File: src/rtl/ssd_scan_capture.sv
// Receiver for the multiplexed 8-digit seven-segment scan bus. It waits for each digit slot to settle,
// decodes the segment pattern back to a hex nibble, and presents all eight digits in parallel with valid/bad flags.
module ssd_scan_capture #(
    parameter int N_SETTLE  = 16,
    parameter int TIMEOUT_W = 20
) (
    input  logic        Clk,
    input  logic        Reset,
    input  logic [7:0]  An,
    input  logic [7:0]  Cath,
    output logic [31:0] Digits,
    output logic [7:0]  Dp_out,
    output logic [7:0]  Valid,
    output logic [7:0]  Bad,
    output logic        Frame_done,
    output logic        Stalled
);

    typedef enum logic [1:0] {
        ST_IDLE   = 2'd0,
        ST_SETTLE = 2'd1,
        ST_SAMPLE = 2'd2,
        ST_HOLD   = 2'd3
    } state_t;

    localparam logic [7:0]           SETTLE_LAST = 8'(N_SETTLE - 1);
    localparam logic [TIMEOUT_W-1:0] WD_MAX      = {TIMEOUT_W{1'b1}};
    localparam logic [TIMEOUT_W-1:0] WD_ONE      = {{(TIMEOUT_W-1){1'b0}}, 1'b1};

    // True when exactly one anode is driven low.
    function automatic logic anode_legal(input logic [7:0] an);
        return ($countones(~an) == 32'd1);
    endfunction

    function automatic logic [2:0] anode_idx(input logic [7:0] an);
        logic [2:0] idx;
        idx = 3'd0;
        for (int i = 0; i < 8; i++) begin
            if (!an[i]) begin
                idx = 3'(i);
            end else begin
                idx = idx;
            end
        end
        return idx;
    endfunction

    // Returns {match, nibble} for an active-low abcdefg pattern.
    function automatic logic [4:0] seg_decode(input logic [6:0] seg);
        logic [4:0] res;
        case (seg)
            7'b0000001: res = {1'b1, 4'h0};
            7'b1001111: res = {1'b1, 4'h1};
            7'b0010010: res = {1'b1, 4'h2};
            7'b0000110: res = {1'b1, 4'h3};
            7'b1001100: res = {1'b1, 4'h4};
            7'b0100100: res = {1'b1, 4'h5};
            7'b0100000: res = {1'b1, 4'h6};
            7'b0001111: res = {1'b1, 4'h7};
            7'b0000000: res = {1'b1, 4'h8};
            7'b0000100: res = {1'b1, 4'h9};
            7'b0001000: res = {1'b1, 4'hA};
            7'b1100000: res = {1'b1, 4'hB};
            7'b0110001: res = {1'b1, 4'hC};
            7'b1000010: res = {1'b1, 4'hD};
            7'b0110000: res = {1'b1, 4'hE};
            7'b0111000: res = {1'b1, 4'hF};
            default:    res = 5'b0_0000;
        endcase
        return res;
    endfunction

    state_t               state_q, state_d;
    logic [7:0]           an_s1_q, an_s1_d, an_s2_q, an_s2_d;
    logic [7:0]           cath_s1_q, cath_s1_d, cath_s2_q, cath_s2_d;
    logic [7:0]           lat_an_q, lat_an_d, lat_cath_q, lat_cath_d;
    logic [2:0]           idx_q, idx_d;
    logic [7:0]           cnt_q, cnt_d;
    logic [TIMEOUT_W-1:0] wd_q, wd_d;
    logic [7:0]           seen_q, seen_d;
    logic [31:0]          digits_q, digits_d;
    logic [7:0]           dp_q, dp_d, valid_q, valid_d, bad_q, bad_d;
    logic                 fd_q, fd_d, stalled_q, stalled_d;
    logic [4:0]           dec_s;
    logic [7:0]           seen_nxt_s;

    // Next-state logic for the synchronisers, slot FSM, capture registers and watchdog.
    always_comb begin
        an_s1_d    = An;
        an_s2_d    = an_s1_q;
        cath_s1_d  = Cath;
        cath_s2_d  = cath_s1_q;
        state_d    = state_q;
        lat_an_d   = lat_an_q;
        lat_cath_d = lat_cath_q;
        idx_d      = idx_q;
        cnt_d      = cnt_q;
        seen_d     = seen_q;
        digits_d   = digits_q;
        dp_d       = dp_q;
        valid_d    = valid_q;
        bad_d      = bad_q;
        fd_d       = 1'b0;
        stalled_d  = stalled_q;
        wd_d       = (wd_q == WD_MAX) ? wd_q : (wd_q + WD_ONE);
        dec_s      = seg_decode(lat_cath_q[7:1]);
        seen_nxt_s = seen_q | (8'b0000_0001 << idx_q);

        case (state_q)
            ST_IDLE: begin
                if (anode_legal(an_s2_q)) begin
                    lat_an_d   = an_s2_q;
                    lat_cath_d = cath_s2_q;
                    idx_d      = anode_idx(an_s2_q);
                    cnt_d      = 8'd0;
                    state_d    = ST_SETTLE;
                end else begin
                    state_d = ST_IDLE;
                end
            end
            ST_SETTLE: begin
                if (an_s2_q != lat_an_q) begin
                    if (anode_legal(an_s2_q)) begin
                        lat_an_d   = an_s2_q;
                        lat_cath_d = cath_s2_q;
                        idx_d      = anode_idx(an_s2_q);
                        cnt_d      = 8'd0;
                    end else begin
                        state_d = ST_IDLE;
                    end
                end else if (cath_s2_q != lat_cath_q) begin
                    lat_cath_d = cath_s2_q;
                    cnt_d      = 8'd0;
                end else if (cnt_q >= SETTLE_LAST) begin
                    state_d = ST_SAMPLE;
                end else begin
                    cnt_d = cnt_q + 8'd1;
                end
            end
            ST_SAMPLE: begin
                if (dec_s[4]) begin
                    digits_d[{idx_q, 2'b00} +: 4] = dec_s[3:0];
                    valid_d[idx_q]                = 1'b1;
                    bad_d[idx_q]                  = 1'b0;
                end else begin
                    valid_d[idx_q] = 1'b0;
                    bad_d[idx_q]   = 1'b1;
                end
                dp_d[idx_q] = ~lat_cath_q[0];
                if (&seen_nxt_s) begin
                    fd_d   = 1'b1;
                    seen_d = 8'h00;
                end else begin
                    seen_d = seen_nxt_s;
                end
                wd_d      = {TIMEOUT_W{1'b0}};
                stalled_d = 1'b0;
                state_d   = ST_HOLD;
            end
            ST_HOLD: begin
                if (an_s2_q == lat_an_q) begin
                    state_d = ST_HOLD;
                end else if (anode_legal(an_s2_q)) begin
                    lat_an_d   = an_s2_q;
                    lat_cath_d = cath_s2_q;
                    idx_d      = anode_idx(an_s2_q);
                    cnt_d      = 8'd0;
                    state_d    = ST_SETTLE;
                end else begin
                    state_d = ST_IDLE;
                end
            end
            default: begin
                state_d = ST_IDLE;
            end
        endcase

        // A sample in the same cycle as expiry wins, since it forces wd_d to zero.
        if ((state_q != ST_SAMPLE) && (wd_d == WD_MAX)) begin
            stalled_d = 1'b1;
            valid_d   = 8'h00;
            seen_d    = 8'h00;
        end else begin
            stalled_d = stalled_d;
        end
    end

    // State and output registers with synchronous reset.
    always_ff @(posedge Clk) begin
        if (Reset) begin
            an_s1_q    <= 8'hFF;
            an_s2_q    <= 8'hFF;
            cath_s1_q  <= 8'hFF;
            cath_s2_q  <= 8'hFF;
            state_q    <= ST_IDLE;
            lat_an_q   <= 8'hFF;
            lat_cath_q <= 8'hFF;
            idx_q      <= 3'd0;
            cnt_q      <= 8'd0;
            wd_q       <= {TIMEOUT_W{1'b0}};
            seen_q     <= 8'h00;
            digits_q   <= 32'h0000_0000;
            dp_q       <= 8'h00;
            valid_q    <= 8'h00;
            bad_q      <= 8'h00;
            fd_q       <= 1'b0;
            stalled_q  <= 1'b0;
        end else begin
            an_s1_q    <= an_s1_d;
            an_s2_q    <= an_s2_d;
            cath_s1_q  <= cath_s1_d;
            cath_s2_q  <= cath_s2_d;
            state_q    <= state_d;
            lat_an_q   <= lat_an_d;
            lat_cath_q <= lat_cath_d;
            idx_q      <= idx_d;
            cnt_q      <= cnt_d;
            wd_q       <= wd_d;
            seen_q     <= seen_d;
            digits_q   <= digits_d;
            dp_q       <= dp_d;
            valid_q    <= valid_d;
            bad_q      <= bad_d;
            fd_q       <= fd_d;
            stalled_q  <= stalled_d;
        end
    end

    assign Digits     = digits_q;
    assign Dp_out     = dp_q;
    assign Valid      = valid_q;
    assign Bad        = bad_q;
    assign Frame_done = fd_q;
    assign Stalled    = stalled_q;

endmodule

File: config.mk
export PLATFORM = sky130hd
export DESIGN_NAME = ssd_scan_capture
export DESIGN_NICKNAME = d
export VERILOG_FILES = /design/src/rtl/ssd_scan_capture.sv
export SDC_FILE = /design/constraint.sdc
export NUM_CORES = 1
export LEC_CHECK = 0
export CAP_MARGIN = 0
export CORE_MARGIN = 2
export CORE_UTILIZATION = 55
export CTS_CLUSTER_SIZE = 10
export DETAILED_ROUTE_END_ITERATION = 10
export DONT_BUFFER_PORTS = 1
export PLACE_DENSITY = 0.7
export SYNTH_ARGS = -nofsm -noshare
export SYNTH_HDL_FRONTEND = slang
export SYNTH_SLANG_ARGS = --single-unit
export TNS_END_PERCENT = 50
File: constraint.sdc
create_clock -name Clk -period 11.1 [get_ports Clk]
set_input_delay 2.22 -clock Clk [delete_from_list [all_inputs] [get_ports Clk]]
set_output_delay 2.22 -clock Clk [all_outputs]
set_load 0.02 [all_outputs]
==> results of run 1 <==
==> Yosys cell counts, types with 3 or more instances <==
| cell | number | area share (%) |
|---|---|---|
| nor2b_1 | 10 | 0.96 |
| a21oi_1 | 29 | 2.2 |
| buf_2 | 3 | 0.23 |
| xor2_1 | 14 | 1.9 |
| inv_1 | 20 | 1.1 |
| o211ai_1 | 8 | 0.92 |
| dfxtp_1 | 147 | 45 |
| fa_1 | 4 | 1.2 |
| xnor2_1 | 14 | 1.9 |
| clkbuf_1 | 28 | 1.6 |
| nand4_1 | 7 | 0.67 |
| a211oi_1 | 15 | 1.7 |
| mux2i_1 | 49 | 7.5 |
| or3_1 | 5 | 0.48 |
| a211oi_2 | 8 | 1.5 |
| nor2_1 | 94 | 5.4 |
| and3_1 | 3 | 0.29 |
| and2_1 | 11 | 1.1 |
| or4_1 | 5 | 0.57 |
| a31oi_1 | 7 | 0.67 |
| nor4_1 | 8 | 0.77 |
| nor3_1 | 25 | 1.9 |
| nand2b_1 | 5 | 0.48 |
| or2_2 | 32 | 3.1 |
| nor4b_1 | 3 | 0.40 |
| nand3_1 | 21 | 1.6 |
| nor3_2 | 9 | 1.4 |
| o211a_1 | 4 | 0.61 |
| nand3b_1 | 8 | 0.92 |
| o21ai_0 | 7 | 0.54 |
| o22ai_1 | 3 | 0.29 |
| ha_1 | 11 | 2.1 |
| nand2_1 | 40 | 2.3 |
==> per-stage QoR <==
stage	power [W]	hold slack, ns	cell area (sq um)	std cells
final	0.00127	0.408	7170	846
after global routing	0.00133	0.421	7170	846
after CTS	0.00128	0.408	7170	846
after detailed placement	0.000727	0.394	6590	814
after global placement	0.000719	0.392	6590	814
after floorplan	0.000700	0.389	6540	703
==> area by class of cell <==
type / count / area, sq um / share of cell area (%)
multi-input cells: 502 / 3370 / 47.1
inverters: 20 / 75.1 / 1.05
clock inverters: 11 / 130 / 1.82
clock buffers: 21 / 450 / 6.28
repair buffers: 2 / 15.0 / 0.209
flip-flops and latches: 147 / 2940 / 41.1
well taps: 143 / 179 / 2.50
==> critical path: cells and delay by family, from the launching register on <==
| family | cells | cell delay [ns] |
|---|---|---|
| mux | 1 | 0.30 |
| simple gates | 1 | 0.08 |
| compound gates | 4 | 1.84 |
| fa+ha+maj | 5 | 2.05 |
| flops | 1 | 0.34 |
| buf+inv | 2 | 0.10 |
==> per-layer routing <==
metal  wire length, um  share of wire [%]  track usage (%)
met1              5960                 44             27.0
met2              6610                 49             36.5
met3               711                5.3             7.50
met4               252                1.9             9.35
met5                 0                  0                0
==> report_power, final <==
part	total (W)	switching (W)	internal, W
clock network	0.000554	0.000216	0.000338
registers	0.000575	0.0000281	0.000547
logic	0.000143	0.0000839	0.0000588
==> logic make-up (layout without fill, tap and decap cells) <==
group	Yosys count	after routing	share of synthesized area, %
multiplexers	51	51	7.85
flip-flops	147	147	45.0
buffers and inverters	54	54	3.33
AND/OR/NAND/NOR	306	306	25.2
adder cells (fa/ha/maj)	15	15	3.33
AO/OA/AOI/OAI	102	102	11.5
XOR/XNOR	28	28	3.75
==> final timing paths <==
kind,start,end
max,an_s2_q[0],lat_cath_q[4]
min,an_s1_q[5],an_s2_q[5]
max reg2reg,an_s2_q[0],lat_cath_q[4]
min reg2reg,an_s1_q[5],an_s2_q[5]
==> flow_metrics.tcl, run 1 <==
set metrics [dict create \
    run_status "complete, but fails checks" \
    violations "design-rule violations" \
    overflow 0 \
    grt.total_usage_pct 22.3 \
    utilization_pct 62.2 \
    total_leakage_power_nw 2.57 \
    rows 39 \
    nets 723 \
    antenna_cells 0 \
    syn-instance-count 703 \
    clk_latency_ns 0.43 \
    htree_num_levels 4 \
    finalCriticalPeriod_ns 4.85 \
    drt_iter0_markers 315 \
    dp_slack_ns 6.27 \
    max_slew.worst_pin.slew_ns 1.23 \
    wirelength_um 13500 \
    ir_worst_vdd_uv 141 \
    route.detailed.drc 5 \
    ys_warn_count 0 \
    fin_crit_sh_pct 43.7 \
    arrival_ns 5.13 \
    root_buffer "clkbuf_16" \
    reg2reg_slack_ns 6.25 \
    die_area_sq_mm 0.0128 \
    power_density_mw_per_mm2 177 \
    post_drt_wl_per_cell_um 16.0 \
    areaGrowthSynthToFinish_pct 9.67 \
    start_util_pct 56.7 \
    core_area_sq_mm 0.0115 \
    rsz0062_at_grt "no" \
    cts_sinks 147 \
    crit_path_max_fanout 10 \
    grt_pass1_wl_um 23000 \
    crit_top_cell "fa_1" \
    max_freq_mhz 206 \
    portBuffers 0 \
    async_flop_share_pct 0 \
    fin_skew_ns 0.00937 \
    synth.ff_latch_count 147 \
    final_layout_size_suffix_gt1_share_pct 13.2 \
    post_cts_resized 0 \
    avgSynthCellArea_sq_um 9.30 \
    postCtsHoldBufs 0 \
    postCtsSetupBuffers 0 \
    critical_path_required_ns 11.38 \
    gp_congestion 0.905 \
    clkSlewWorstSetupHoldPaths_ns 0.06 \
    synth_edf_count 0 \
    final.setup.tns_ns 0 \
    num_vias 4912 \
    synth_area_sq_mm 0.00654 \
    grt_max_degree 93 \
    io_pins 76 \
    ys_seq_area_share_pct 45.0 \
    drv_slew 0 \
    cts_buffer_depth 2 \
    slowest_stage "o22ai_1" \
    yosysUniqueCellTypes 69 \
    dp_hpwl_um 9410 \
    endpoint_kind "flop" \
    numCtsBuffers 17 \
    holdPathStages 1 \
    firstDrtPassIters 8 \
    layout_common_cells "147 x dfxtp_1, 94 x nor2_1, 49 x mux2i_1" \
    syn_nets 736 \
    drtAntennaViolNets 0 \
    critPathLaunchType "flop" \
    synth_ff_type "dfxtp_1" \
    final_common_cell "dfxtp_1" \
    cts_tree "yes" \
    viasPerCell 5.81 \
    die_h_um 113 \
    layout_setup_ws_ns 6.25 \
    fp.dieW_um 113 \
    n_fill_cell 993 \
    crit_type "reg2reg" \
    crit_path_cell_trace "fa_1, inv_1, fa_1, fa_1, ha_1, inv_1, fa_1, a2111oi_0, o211ai_1, o22a_1, o22ai_1, mux2i_1, nand2_1" \
    slew-limit-headroom_pct 17.4 \
    cpPeakStageDelay_ns 0.83 \
    antenna_found_initial 0 \
    r2r_cells 13 \
    finalSetupViolations 0 \
    hp-class "reg2reg" \
    grt_pass1_vias 4815 \
    cap_violations 0 \
    finalHoldViolations 0 \
]
No activity file was read; power rests on OpenSTA's default activity.
==> run 2: changes to the inputs <==
--- a/config.mk
+++ b/config.mk
@@ -11,7 +11,7 @@
 export CTS_CLUSTER_SIZE = 10
 export DETAILED_ROUTE_END_ITERATION = 10
 export DONT_BUFFER_PORTS = 1
-export PLACE_DENSITY = 0.7
+export PLACE_DENSITY = 0.73
 export SYNTH_ARGS = -nofsm -noshare
 export SYNTH_HDL_FRONTEND = slang
 export SYNTH_SLANG_ARGS = --single-unit
==> constraint.sdc (replaced) <==
create_clock -name Clk -period 4.05 [get_ports Clk]
set_input_delay 0.81 -clock Clk [delete_from_list [all_inputs] [get_ports Clk]]
set_output_delay 0.81 -clock Clk [all_outputs]
set_load 0.02 [all_outputs]
==> flow_metrics.tcl, run 2 (synthesis results as in run 1) <==
set metrics [dict create \
    run_status "complete, but fails checks" \
    violations "design-rule violations" \
    critPathLaunchType "flop" \
    multi_input_area_sq_mm 0.00342 \
    crit_type "reg2reg" \
    die_h_um 113 \
    post_drt_wl_per_cell_um 16.4 \
    rsz0062_at_grt "yes" \
    final_layout_size_suffix_gt1_share_pct 17.0 \
    power_density_mw_per_mm2 494 \
    crit_start "an_s2_q[0]" \
    finalCriticalPeriod_ns 3.91 \
    nets 738 \
    antenna_cells 0 \
    r2r_cells 14 \
    swShare_pct 25.5 \
    clkSlewWorstSetupHoldPaths_ns 0.06 \
    arrival_ns 4.19 \
    clockPowerShare_pct 43.7 \
    layout_setup_ws_ns 0.139 \
    p_int_w 0.00271 \
    core_area_sq_mm 0.0115 \
    firstDrtPassIters 10 \
    endpoint "lat_cath_q[4]" \
    finalHoldViolations 0 \
    layout_common_cells "146 x dfxtp_1, 94 x nor2_1, 47 x mux2i_1" \
    cts_tree "yes" \
    grt_pass1_wl_um 23800 \
    power_w 0.00364 \
    drv_slew 0 \
    htree_num_levels 4 \
    p_switching_w 0.000931 \
    grt_max_degree 93 \
    slew-limit-headroom_pct 22.1 \
    io_pins 76 \
    critical_path_required_ns 4.33 \
    antenna_found_initial 0 \
    num_vias 5040 \
    reg2reg_slack_ns 0.14 \
    areaGrowthSynthToFinish_pct 12.8 \
    drt_iter0_markers 341 \
    regArea_sq_mm 0.00294 \
    fin_crit_sh_pct 96.6 \
    overflow 0 \
    start_util_pct 56.7 \
    viasPerCell 5.85 \
    r2r_start "an_s2_q[0]" \
    hp-class "reg2reg" \
    utilization_pct 64.0 \
    reg2reg_to "lat_cath_q[4]" \
    numCtsBuffers 17 \
    route.detailed.drc 5 \
    rows 39 \
    drtAntennaViolNets 0 \
    final_common_cell "dfxtp_1" \
    n_fill_cell 942 \
    pwr-share-seq_pct 43.3 \
    finalSetupViolations 0 \
    cap_violations 0 \
    ir_worst_vdd_uv 381 \
    dp_slack_ns -0.129 \
    total_leakage_power_nw 2.66 \
    portBuffers 0 \
    cts_buffer_depth 2 \
    dp_hpwl_um 9750 \
    max_freq_mhz 256 \
    cts_sinks 147 \
    max_slew.worst_pin.slew_ns 1.17 \
    crit_path_max_fanout 5 \
    fin_skew_ns 0.00821 \
    grt.total_usage_pct 23.0 \
    fp.dieW_um 113 \
    grt_pass1_vias 4988 \
    endpoint_kind "flop" \
    clk_latency_ns 0.42 \
    fin_hold_ws_ns 0.405 \
    root_buffer "clkbuf_16" \
    gp_congestion 0.860 \
    wirelength_um 14100 \
    p_comb_share_pct 13.0 \
    die_area_sq_mm 0.0128 \
]
run 2: critical path: stages, from the launching register on:
cell	delay [ns]
dfxtp_2	0.33
fa_1	0.54
inv_2	0.04
fa_1	0.45
fa_1	0.52
ha_2	0.19
inv_2	0.04
fa_2	0.35
a2111oi_4	0.19
o211ai_1	0.21
o22a_1	0.29
o22ai_2	0.17
buf_6	0.17
mux2i_2	0.21
nand2_1	0.07
run 2: per-layer routing:
metal	share of wire [%]	up-vias	track usage, %
met5	0	-	0
met2	49	132	38.6
met3	5.5	33	6.91
met1	43	2393	28.3
met4	2.3	0	8.21
li1	-	2482	-
run 2: timing repair:
| item | in CTS | in global routing |
|---|---|---|
| buffers inserted | 1 | 2 |
| gates resized for setup | 7 | 11 |
| setup endpoints to repair | 14 | 16 |
| gates cloned | 1 | 0 |
| hold buffers | 0 | 0 |
| pin swaps | 4 | 0 |
run 2: power by group through the flow:
stage	clock network (W)	registers (W)	logic (W)
6_report	0.00159	0.00158	0.000474
5_1_grt	0.00169	0.00159	0.000517
4_1_cts	0.00162	0.00157	0.000443
3_5_place_dp	0	0.00161	0.000416
3_3_place_gp	0	0.00160	0.000399
2_1_floorplan	0	0.00156	0.000361
run 2: layout make-up:
class                           count  share of cell area, %
Multi-Input combinational cell    502                   46.4
Sequential cell                   147                   39.9
Clock buffer                       19                   6.15
Inverter                           20                   1.02
Clock inverter                     13                   2.16
Timing Repair Buffer               17                   1.88
Tap cell                          143                   2.43
run 2: metrics by stage:
stage	setup TNS, ns	instance area, sq um	instances
after global routing	-0.00926	7370	861
final	0	7370	861
after detailed placement	-0.930	6670	825
after global placement	0	6670	825
after CTS	0	7310	859
after floorplan	0	6540	703
run 2: how the worst min path moves through the flow:
stage	from	endpoint	slack, ns	depth (start not counted)
floorplan	an_s1_q[0]	an_s2_q[0]	0.39	1
global placement	an_s1_q[3]	an_s2_q[3]	0.39	1
detailed placement	an_s1_q[4]	an_s2_q[4]	0.39	1
CTS	an_s1_q[4]	an_s2_q[4]	0.41	1
global route	cath_s1_q[7]	cath_s2_q[7]	0.42	1
finish	an_s1_q[4]	an_s2_q[4]	0.41	1
